$ cat config.mk
export PLATFORM = sky130hd
export DESIGN_NAME = sram_bank_arbiter
export DESIGN_NICKNAME = d
export VERILOG_FILES = /design/src/rtl/sram_bank_arbiter.sv
export SDC_FILE = /design/constraint.sdc
export NUM_CORES = 1
export LEC_CHECK = 0
export CORE_MARGIN = 2
export CORE_UTILIZATION = 37
export CTS_CLUSTER_SIZE = 12
export DETAILED_ROUTE_END_ITERATION = 12
export GPL_TIMING_DRIVEN = 0
export MAX_ROUTING_LAYER = met4
export PLACE_DENSITY = 0.84
export RECOVER_POWER = 25
export SLEW_MARGIN = 20
export SYNTH_ARGS = -nofsm -noshare
export SYNTH_HDL_FRONTEND = slang
export SYNTH_SLANG_ARGS = --single-unit
$ cat constraint.sdc
create_clock -name clk -period 1.5 [get_ports clk]
set_input_delay 0.3 -clock clk [delete_from_list [all_inputs] [get_ports clk]]
set_output_delay 0.3 -clock clk [all_outputs]
set_load 0.01 [all_outputs]
$ cat src/rtl/sram_bank_arbiter.sv
// Two-port arbiter for four 1K x 16 SRAM banks (CPU + Wishbone).
// CPU-priority grant with bounded Wishbone starvation.
module sram_bank_arbiter #(
  parameter int AW         = 12,
  parameter int DW         = 16,
  parameter int NBANK      = 4,
  parameter int RD_LAT     = 1,
  parameter int WB_MAXWAIT = 4
) (
  input  logic                clk,
  input  logic                rst_n,
  input  logic                cpu_req,
  input  logic                cpu_we,
  input  logic [AW-1:0]       cpu_addr,
  input  logic [DW-1:0]       cpu_wdata,
  output logic [DW-1:0]       cpu_rdata,
  output logic                cpu_ack,
  input  logic                wb_req,
  input  logic                wb_we,
  input  logic [AW-1:0]       wb_addr,
  input  logic [DW-1:0]       wb_wdata,
  output logic [DW-1:0]       wb_rdata,
  output logic                wb_ack,
  output logic [NBANK-1:0]    mem_csb,
  output logic                mem_web,
  output logic [AW-3:0]       mem_addr,
  output logic [DW-1:0]       mem_wdata,
  input  logic [NBANK*DW-1:0] mem_rdata
);

  localparam int RW = AW - 2;
  localparam int CW = $clog2(WB_MAXWAIT + 1);
  localparam logic [CW-1:0] MAXW = CW'(WB_MAXWAIT);
  localparam logic [1:0] LAST = 2'(RD_LAT - 1);

  typedef enum logic [1:0] {
    ST_IDLE,
    ST_ACCESS,
    ST_WAIT,
    ST_RESP
  } state_t;

  state_t        state_q, state_d;
  logic          own_wb_q, own_wb_d;
  logic          we_q, we_d;
  logic [AW-1:0] addr_q, addr_d;
  logic [DW-1:0] wdata_q, wdata_d;
  logic [1:0]    cnt_q, cnt_d;
  logic [CW-1:0] starve_q, starve_d;
  logic [NBANK-1:0] csb_q, csb_d;
  logic          web_q, web_d;
  logic [RW-1:0] maddr_q, maddr_d;
  logic [DW-1:0] mwdata_q, mwdata_d;
  logic          cpu_ack_q, cpu_ack_d;
  logic          wb_ack_q, wb_ack_d;
  logic [DW-1:0] cpu_rdata_q, cpu_rdata_d;
  logic [DW-1:0] wb_rdata_q, wb_rdata_d;

  logic          gnt_cpu, gnt_wb;
  logic          g_we;
  logic [AW-1:0] g_addr;
  logic [DW-1:0] g_wdata;
  logic [DW-1:0] rd_slice;

  // WB only overtakes a pending CPU request once it has lost enough rounds
  assign gnt_cpu = cpu_req & ~(wb_req & (starve_q == MAXW));
  assign gnt_wb  = wb_req & ~gnt_cpu;
  assign g_we    = gnt_wb ? wb_we    : cpu_we;
  assign g_addr  = gnt_wb ? wb_addr  : cpu_addr;
  assign g_wdata = gnt_wb ? wb_wdata : cpu_wdata;

  always_comb begin
    rd_slice = '0;
    for (int b = 0; b < NBANK; b++) begin
      if (addr_q[AW-1 -: 2] == 2'(b)) begin
        rd_slice = mem_rdata[b*DW +: DW];
      end
    end
  end

  always_comb begin
    state_d     = state_q;
    own_wb_d    = own_wb_q;
    we_d        = we_q;
    addr_d      = addr_q;
    wdata_d     = wdata_q;
    cnt_d       = cnt_q;
    starve_d    = starve_q;
    csb_d       = '1;
    web_d       = 1'b1;
    maddr_d     = maddr_q;
    mwdata_d    = mwdata_q;
    cpu_ack_d   = 1'b0;
    wb_ack_d    = 1'b0;
    cpu_rdata_d = cpu_rdata_q;
    wb_rdata_d  = wb_rdata_q;
    unique case (state_q)
      ST_IDLE: begin
        if (gnt_cpu || gnt_wb) begin
          state_d  = ST_ACCESS;
          own_wb_d = gnt_wb;
          we_d     = g_we;
          addr_d   = g_addr;
          wdata_d  = g_wdata;
          for (int b = 0; b < NBANK; b++) begin
            csb_d[b] = (g_addr[AW-1 -: 2] != 2'(b));
          end
          web_d    = ~g_we;
          maddr_d  = g_addr[RW-1:0];
          mwdata_d = g_wdata;
          if (gnt_wb) begin
            starve_d = '0;
          end else if (wb_req && starve_q != MAXW) begin
            starve_d = starve_q + 1'b1;
          end
        end
      end
      ST_ACCESS: begin
        cnt_d = '0;
        if (we_q) begin
          state_d   = ST_RESP;
          cpu_ack_d = ~own_wb_q;
          wb_ack_d  = own_wb_q;
        end else begin
          state_d = ST_WAIT;
        end
      end
      ST_WAIT: begin
        if (cnt_q == LAST) begin
          state_d   = ST_RESP;
          cpu_ack_d = ~own_wb_q;
          wb_ack_d  = own_wb_q;
          if (own_wb_q) begin
            wb_rdata_d = rd_slice;
          end else begin
            cpu_rdata_d = rd_slice;
          end
        end else begin
          cnt_d = cnt_q + 1'b1;
        end
      end
      ST_RESP: begin
        state_d = ST_IDLE;
      end
      default: begin
        state_d = ST_IDLE;
      end
    endcase
  end

  always_ff @(posedge clk or negedge rst_n) begin
    if (!rst_n) begin
      state_q     <= ST_IDLE;
      own_wb_q    <= 1'b0;
      we_q        <= 1'b0;
      addr_q      <= '0;
      wdata_q     <= '0;
      cnt_q       <= '0;
      starve_q    <= '0;
      csb_q       <= '1;
      web_q       <= 1'b1;
      maddr_q     <= '0;
      mwdata_q    <= '0;
      cpu_ack_q   <= 1'b0;
      wb_ack_q    <= 1'b0;
      cpu_rdata_q <= '0;
      wb_rdata_q  <= '0;
    end else begin
      state_q     <= state_d;
      own_wb_q    <= own_wb_d;
      we_q        <= we_d;
      addr_q      <= addr_d;
      wdata_q     <= wdata_d;
      cnt_q       <= cnt_d;
      starve_q    <= starve_d;
      csb_q       <= csb_d;
      web_q       <= web_d;
      maddr_q     <= maddr_d;
      mwdata_q    <= mwdata_d;
      cpu_ack_q   <= cpu_ack_d;
      wb_ack_q    <= wb_ack_d;
      cpu_rdata_q <= cpu_rdata_d;
      wb_rdata_q  <= wb_rdata_d;
    end
  end

  assign mem_csb   = csb_q;
  assign mem_web   = web_q;
  assign mem_addr  = maddr_q;
  assign mem_wdata = mwdata_q;
  assign cpu_ack   = cpu_ack_q;
  assign wb_ack    = wb_ack_q;
  assign cpu_rdata = cpu_rdata_q;
  assign wb_rdata  = wb_rdata_q;

endmodule
Word-level counts from Yosys, hierarchy flattened
Cells that the tools add are included.

storage, ports and cells
  register bits after elaboration = 86
  bits of input ports = 126
  output and inout bits = 65
  logic and storage cells = 76

cells by class
  add/subtract/negate cells = 2
  eq/ne operators = 14
  muxes and demuxes = 25
  bitwise logic cells = 7
  reduce and logical (&&, ||, !) cells = 14

operators by type and width
  kind                                                    number
  2-to-1 mux 16 bit                                       5
  2-to-1 mux 12 bit                                       1
  inequality test 2 bit (second input constant)           5
  AND reduction 3 bit                                     3
  equality test 2 bit (second input constant)             4
  2-to-1 mux 1 bit                                        8
  2-to-1 mux 4 bit                                        2
  one-hot mux 2 bit (4 select lines)                      1
  zero test 2 bit                                         3
  2-to-1 mux 2 bit                                        3
  2-to-1 mux 3 bit                                        2
  AND reduction 2 bit                                     3
  nonzero test 2 bit                                      3
  equality test 2 x 1 -> 1 bit (second input constant)    2
  inverter 1 bit                                          4
  one-hot mux 1 bit (2 select lines)                      2
  one-hot mux 2 bit (2 select lines)                      1
  adder 3 x 1 -> 3 bit (second input constant)            1
  AND 1 bit                                               3
  equality test 3 bit (second input constant)             1
  inequality test 3 bit (second input constant)           1
  adder 2 x 1 -> 2 bit (second input constant)            1
  inequality test 2 x 1 -> 1 bit (second input constant)  1
  logical AND 1 bit                                       1
  logical OR 1 bit                                        1

Longest topological paths before layout
Gate-level depths: netlist of run 1.

  word-level depth = 10
  mapped depth = 7
  depth with buffers taken out = 5

Least setup slack after synthesis of run 1
OpenSTA, ideal clock, no wires.

  path type = register -> register
  from = reg cnt_q[0]
  to = reg cpu_rdata_q[10] (netlist: cpu_rdata[10])
  data arrival time = 1.519 ns
  path slack = -0.143 ns
  stages on the path, launching flop included = 7
  buffers on the path = 2
  cells stage by stage = dfrtp_1 inv_1 ha_1 buf_2 nand3_1 buf_2 mux2_2

on the way
  cells in the longest elaborated chain, start to end = 2

RTL lines
  element                        RTL line  source
  start: declaration             48        logic [1:0] cnt_q, cnt_d;
  start signal: assignment       174       cnt_q <= cnt_d;
  zero test 2 bit                129       if (cnt_q == LAST) begin
  AND reduction 3 bit (no line)  -
  end signal: assignment         182       cpu_rdata_q <= cpu_rdata_d;
  end: declaration               56        logic [DW-1:0] cpu_rdata_q, cpu_rdata_d;

Every way passes these cells.
A chain may end at the register's enable or synchronous reset.

Worst setup path after layout of run 1
  from = reg addr_q[10]
  to = reg wb_rdata_q[4] (netlist: wb_rdata[4])

on the way
  cells in the longest elaborated chain, start to end = 5

RTL lines
  element                          RTL line  source
  start: declaration               46        logic [AW-1:0] addr_q, addr_d;
  start signal: assignment         172       addr_q <= addr_d;
  zero test 2 bit                  75        if (addr_q[AW-1 -: 2] == 2'(b)) begin
  2-to-1 mux 16 bit (3 in series)  75
  2-to-1 mux 16 bit *              75
  end signal: assignment           183       wb_rdata_q <= wb_rdata_d;
  end: declaration                 57        logic [DW-1:0] wb_rdata_q, wb_rdata_d;

Every way passes the cells marked *; elsewhere a longest branch is shown, timed or not.

==> metrics.cfg, run 1 <==
[logic_synthesis]
yosysMostFrequentCell=dfrtp_1
synth_area_per_cell_um2=11.4
synth_top_cell_by_area=dfrtp_1
synth_edf_count=0
ys_warn_count=0
netlist_area_um2=3930
synth_fp_nets=476
async_flop_share=1.00
synth_top_area_frac=0.452
synthFlopType=dfrtp_1
ys_ff_latch=76
synthTopCellsByArea=dfrtp_1, mux2_2, nand2_1
synthDistinctLibCells=38
syn_inst=344
synthTopCellsByCount=dfrtp_1, nand2_1, mux2_2
ys_seq_area_frac=0.486

[power]
p_per_area_nw_per_um2=1730
power_frac_clock=0.118
vdd_drop_max_v=0.000751
combPwrFrac=0.577
internal_power_mw=7.44
p_leak_nw=2.89
power_frac_seq=0.306
p_sw_mw=4.26
switching_share=0.364
total_power_mw=11.7

[route]
vias=3767
via_per_inst=5.25
ant_nets=0
first_pass_iters=6
drt_iter0_drc=202
post_drt_wl_per_cell_um=18.4
route.detailed.drc=0
wirelength_um=13200

[sta]
fin_crit_ps=1590
hold_viol_final=0
maxSlewHeadroom=0.534
worst_slew_pin_slew_ps=700
setup_ws_ps=-90.4
fin_skew_ps=10.3
timing.fmax_mhz=629
setup_violations=56
fin_crit_sh=1.06
rsz0062_at_grt=yes
finalMaxSlewViolations=0

[clocking]
cts_tree=built
clock-root-buffer=clkbuf_8
cts.path.max_buffers=2
numCtsBuffers=9
clkLatencyLatePin_ps=340
path_clk_slew_ps=80
htree_levels=3
clock-sinks=76

[worst_setup_path]
critPathBufInv=2
endpoint_kind=register
cpMostUsedCell=buf_6
path_cells=buf_6, buf_6, mux4_2, mux2_4
worstPathArrival_ps=1810
path_max_fanout=6
max_stage_delay_ps=530
cp_slowest_cell=mux4_2
cp_top_family=multiplexers
critical_path_class=register to register
setup.worst_path.start_class=register
required_ps=1720

[global_route]
grt_pass1_wl_um=20500
grt_pass1_vias=3949
grt_start_max_net_pins=50
overflow=0
antenna_found_initial=0
grt_use_total=0.238

[layout]
drive_above_1_share=0.287
fillCellCount=808
area_delta_synth_final_pct=71.7
nNetsFinal=709
diodes=0

[floorplan]
core_area_um2=10300
die_w_um=107
num_rows=37
dieHeight_um=107
io_pins=191
initial_core_util=0.381
dieArea_um2=11500

[placement]
gp_congestion=0.837
numPortBuffers=190
hpwl_um=9400
pre_cts_slack_ps=-608

[min_path]
hp-class=register to register

[run_status]
violations=setup timing
outcome=finished with violations

[run]
cap_violations=0

[tightest hold or removal path, delay by kind of cell (launching register included)]
| kind | cells | cell delay, ps |
|---|---|---|
| AOI/OAI and AO/OA | 1 | 70 |
| and+or+nand+nor | 1 | 50 |
| DFF | 1 | 340 |
[metrics by stage]
| stage | instances | area [um2] | setup TNS, ps | hold WS, ps | utilization |
|---|---|---|---|---|---|
| 3_5_place_dp | 671 | 6050 | -27630 | 248 | 0.586 |
| 4_1_cts | 718 | 6720 | -1820 | 425 | 0.651 |
| 3_3_place_gp | 670 | 6020 | -206370 | 467 | 0.583 |
| 2_1_floorplan | 344 | 3950 | -1910 | 4.41 | - |
| 6_report | 718 | 6740 | -2390 | 492 | 0.653 |
| 5_1_grt | 718 | 6740 | -6570 | 512 | 0.653 |
[kinds of logic after synthesis]
logic type	after synthesis	synth area share
simple gates	110	0.134
buf+inv	47	0.0634
flops	76	0.486
xor+xnor	1	0.00223
fa+ha+maj	6	0.0191
compound gates	53	0.0968
mux	51	0.199
[power by group through the flow]
stage / Clock (mW) / Combinational [mW] / Sequential (mW)
after global placement: 0 / 5.84 / 3.52
after global routing: 1.52 / 7.23 / 3.68
final: 1.38 / 6.75 / 3.58
after floorplan: 0 / 2.92 / 3.82
after CTS: 1.43 / 6.62 / 3.56
after detailed placement: 0 / 6.04 / 3.58
[flip-flops by register name (all words and copies together), names as in the netlist, 2 cells and up]
register / flops
wb_rdata: 16
cpu_rdata: 16
cnt_q: 2
addr_q: 12
starve_q: 3
mem_wdata: 16
mem_csb: 4
state_q: 2
[layout by cell type (no fill, tap or decap), types with 8 or more instances in the layout]
| master | instances |
|---|---|
| buf_4 | 27 |
| buf_6 | 16 |
| buf_8 | 8 |
| clkbuf_8 | 13 |
| clkdlybuf4s50_1 | 122 |
| dfrtp_1 | 70 |
| dlygate4sd2_1 | 66 |
| mux2_2 | 34 |
| mux4_2 | 16 |
| nand2_1 | 59 |
| nand4_1 | 28 |
| o211ai_1 | 28 |
[metal layers]
layer,up-vias,share of wire,global-route usage
li1,1718,-,-
met1,1856,0.38,0.266
met2,174,0.52,0.428
met3,19,0.086,0.0535
met4,0,0.016,0.0649
met5,-,0,-
[path summary, 6_finish.rpt]
path / depth (start not counted) / slack, ps / startpoint / endpoint
min in group asynchronous: 2 / 540 / rst_n / wb_rdata[4]
max: 4 / -90 / addr_q[10] / wb_rdata[4]
max reg2reg: 4 / -90 / addr_q[10] / wb_rdata[4]
min reg2reg: 2 / 490 / mem_wdata[12] / mem_wdata[12]
min: 2 / 490 / mem_wdata[12] / mem_wdata[12]
max in group asynchronous: 3 / 120 / rst_n / mem_csb[1]
[layout make-up]
| class | instances | area (um2) | share of cell area |
|---|---|---|---|
| plain buffers | 36 | 370 | 0.0549 |
| clock buffers | 11 | 141 | 0.0210 |
| clock inverters | 5 | 27.5 | 0.00408 |
| inverters | 8 | 30.0 | 0.00445 |
| multi-input cells | 221 | 1880 | 0.279 |
| flip-flops and latches | 76 | 1910 | 0.283 |
| well taps | 136 | 170 | 0.0252 |
| repair buffers | 225 | 2210 | 0.328 |
[timing repair]
action	CTS	global route
endpoints found under the setup margin	134	71
gates cloned	5	0
resized for setup	160	21
hold buffers	1	0
pin swaps	20	7
setup buffers	26	2
hold endpoints to repair	27	0
No activity file was read; power rests on OpenSTA's default activity.
==> run 2, diff against run 1 <==
CORE_UTILIZATION = 41   (was 37)
PLACE_DENSITY = 0.88   (was 0.84)
SLEW_MARGIN = 30   (was 20)
clock period = 1.7 ns   (was 1.5 ns; I/O delays follow)
==> run 2 against run 1 <==
Effect of this change: the flow now finishes without violations; combinational power is 19% lower; non-clock buffer count down 27; clock skew fell by 2.4 ps; highest routed layer unchanged.
==> metrics.cfg, run 2 (same netlist as run 1, synthesis figures left out) <==
[run_status]
outcome=finished, final reports clean  ; was finished with violations

[layout]
nNetsFinal=682  ; was 709
ff_latch_area_um2=1910  ; unchanged
area_delta_synth_final_pct=61.7  ; was 71.7%
diodes=0  ; unchanged
fillCellCount=703  ; was 808
final_cell_mix=clkdlybuf4s50_1, dfrtp_1, nand2_1, mux2_2  ; was clkdlybuf4s50_1, dfrtp_1, dlygate4sd2_1, nand2_1, mux2_2
drive_above_1_share=0.209  ; was 0.287
layout_commonest_cell=clkdlybuf4s50_1  ; unchanged
multiInputGateArea_um2=1810  ; was 1880 um2

[clocking]
clock-root-buffer=clkbuf_8  ; unchanged
clock-sinks=76  ; unchanged
path_clk_slew_ps=80  ; about the same
clkLatencyLatePin_ps=330  ; was 340 ps
cts.path.max_buffers=2  ; unchanged
cts_tree=built  ; unchanged
numCtsBuffers=9  ; unchanged
htree_levels=3  ; unchanged

[floorplan]
core_area_um2=9280  ; was 10,300 um2
num_rows=35  ; was 37
io_pins=191  ; unchanged
dieArea_um2=10400  ; was 11,500 um2
die_w_um=102  ; was 107 um
initial_core_util=0.423  ; was 0.381
dieHeight_um=102  ; was 107 um

[worst_setup_path]
endpoint_kind=output port  ; was register
setup.worst_path.start_class=register  ; unchanged
required_ps=1360  ; was 1720 ps
worstReg2RegStart=state_q[0]  ; was addr_q[10]
worstPathArrival_ps=1310  ; was 1810 ps
critPathBufInv=2  ; unchanged
cp_slowest_cell=clkdlybuf4s50_1  ; was mux4_2
r2r_end=state_q[1]  ; was wb_rdata[4]
max_stage_delay_ps=460  ; was 530 ps
regToRegSetupSlack_ps=70  ; was -90 ps
r2r_cells=6  ; was 4
critical_path_class=register to output port  ; was register to register
path_cells=buf_4, clkdlybuf4s50_1  ; was buf_6, buf_6, mux4_2, mux2_4
cp_top_family=buffers and inverters  ; was multiplexers
path_max_fanout=2  ; was 6

[sta]
timing.fmax_mhz=607
hold_slack_ps=466  ; was 492 ps
maxSlewHeadroom=0.340  ; was 0.534
fin_crit_ps=1650
setup_violations=0  ; was 56
setup_ws_ps=52.6  ; was -90.4 ps
finalMaxSlewViolations=0  ; unchanged
fin_crit_sh=0.969
rsz0062_at_grt=no  ; was yes
hold_viol_final=0  ; unchanged
fin_skew_ps=7.96  ; was 10.3 ps
worst_slew_pin_slew_ps=989  ; was 700 ps

[power]
internal_power_mw=6.48  ; was 7.44 mW
power_frac_clock=0.138  ; was 0.118
p_leak_nw=2.66  ; was 2.89 nW
vdd_drop_max_v=0.000809  ; was 0.000751 V
switching_share=0.352  ; was 0.364
p_sw_mw=3.52  ; was 4.26 mW
combPwrFrac=0.544  ; was 0.577
power_frac_seq=0.318  ; was 0.306
p_per_area_nw_per_um2=1580  ; was 1730 nW/um2

[route]
vias=3650  ; was 3,767
drt_iter0_drc=127  ; was 202
via_per_inst=5.34  ; was 5.25
post_drt_wl_per_cell_um=18.0  ; was 18.4 um
wirelength_um=12300  ; was 13,200 um
ant_nets=0  ; unchanged
first_pass_iters=6  ; unchanged
route.detailed.drc=0  ; unchanged

[placement]
numPortBuffers=190  ; unchanged
pre_cts_slack_ps=-418  ; was -608 ps
hpwl_um=9660  ; was 9400 um
gp_congestion=0.803  ; was 0.837

[run]
cap_violations=0  ; unchanged

[min_path]
whs_path_depth=2  ; unchanged
hp-class=input port to register  ; was register to register
whs_endpoint=starve_q[2]  ; was mem_wdata[12]
hp-start=cpu_req  ; was mem_wdata[12]

[global_route]
overflow=0  ; unchanged
grt_start_max_net_pins=40  ; was 50
grt_pass1_vias=3830  ; was 3,949
antenna_found_initial=0  ; unchanged
grt_pass1_wl_um=18200  ; was 20,500 um
grt_use_total=0.238  ; about the same

-- run 2: cell count changes in the layout (fill, tap and decap cells not counted), sizes merged, moves of 6 or more --
cell,before,now
dlygate4sd2,66,7
clkdlybuf4s50,122,175
buf,60,31
dlymetal6s2s,1,7
-- run 2: what timing repair did --
| item | in CTS | in global routing |
|---|---|---|
| pin swaps | 0 | 2 |
| hold buffers | 1 | 0 |
| hold endpoints to repair | 32 | 0 |
| gates resized for setup | 38 | 26 |
| setup buffers | 1 | 4 |
| endpoints found under the setup margin | 62 | 58 |
-- run 2: power by group through the flow --
stage | Combinational, mW | Clock [mW] | Sequential (mW)
6_report | 5.45 | 1.38 | 3.18
5_1_grt | 5.85 | 1.51 | 3.27
4_1_cts | 5.41 | 1.43 | 3.17
3_5_place_dp | 5.33 | 0 | 3.17
3_3_place_gp | 5.11 | 0 | 3.10
2_1_floorplan | 2.54 | 0 | 3.37
-- run 2: worst max-delay path by stage --
stage / start / to / slack, ps / cells after the start
final: addr_q[1] / mem_addr[1] / 50 / 2
after global routing: addr_q[1] / mem_addr[1] / 1 / 2
after CTS: addr_q[11] / cpu_rdata[12] / 0.2 / 3
after detailed placement: cpu_req / mem_wdata[3] / -420 / 5
after global placement: rst_n / mem_wdata[11] / -2230 / 1
after floorplan: cnt_q[0] / cpu_rdata[10] / 60 / 6
-- run 2: metal layers --
metal,share of wire,GRT usage
met5,0,-
met4,0.019,0.0831
met3,0.086,0.0568
met2,0.53,0.435
met1,0.37,0.249
-- run 2: worst register-to-register path, cell delays in order (launching register included) --
cell      delay, ps
dfrtp_1         400
inv_2            70
ha_1            190
clkbuf_4        180
nor2b_1         180
a21oi_1         150
mux2_2          350
-- run 2: per-stage QoR --
stage	area [um2]	std cells	utilization	power, mW	setup TNS (ps)
2_1_floorplan	3930	344	-	5.92	0
6_report	6350	684	0.684	10.0	0
3_5_place_dp	6010	664	0.647	8.49	-15810
3_3_place_gp	5990	663	0.645	8.21	-178890
4_1_cts	6290	681	0.678	10.0	0
5_1_grt	6350	684	0.684	10.6	0
-- run 2: layout make-up --
cell class              instances  share of cell area
inverters                       8             0.00473
well taps                     129              0.0254
clock inverters                 6              0.0100
plain buffers                  37              0.0431
clock buffers                  10              0.0217
flip-flops and latches         76               0.301
repair buffers                197               0.310
multi-input cells             221               0.285
==> run 3, diff against run 2 <==
CTS_CLUSTER_SIZE = 40   (was 12)
HOLD_SLACK_MARGIN = 0.08   (was not set)
==> results of run 3 <==
Final layout, timing and power as in run 2 (identical DEF).
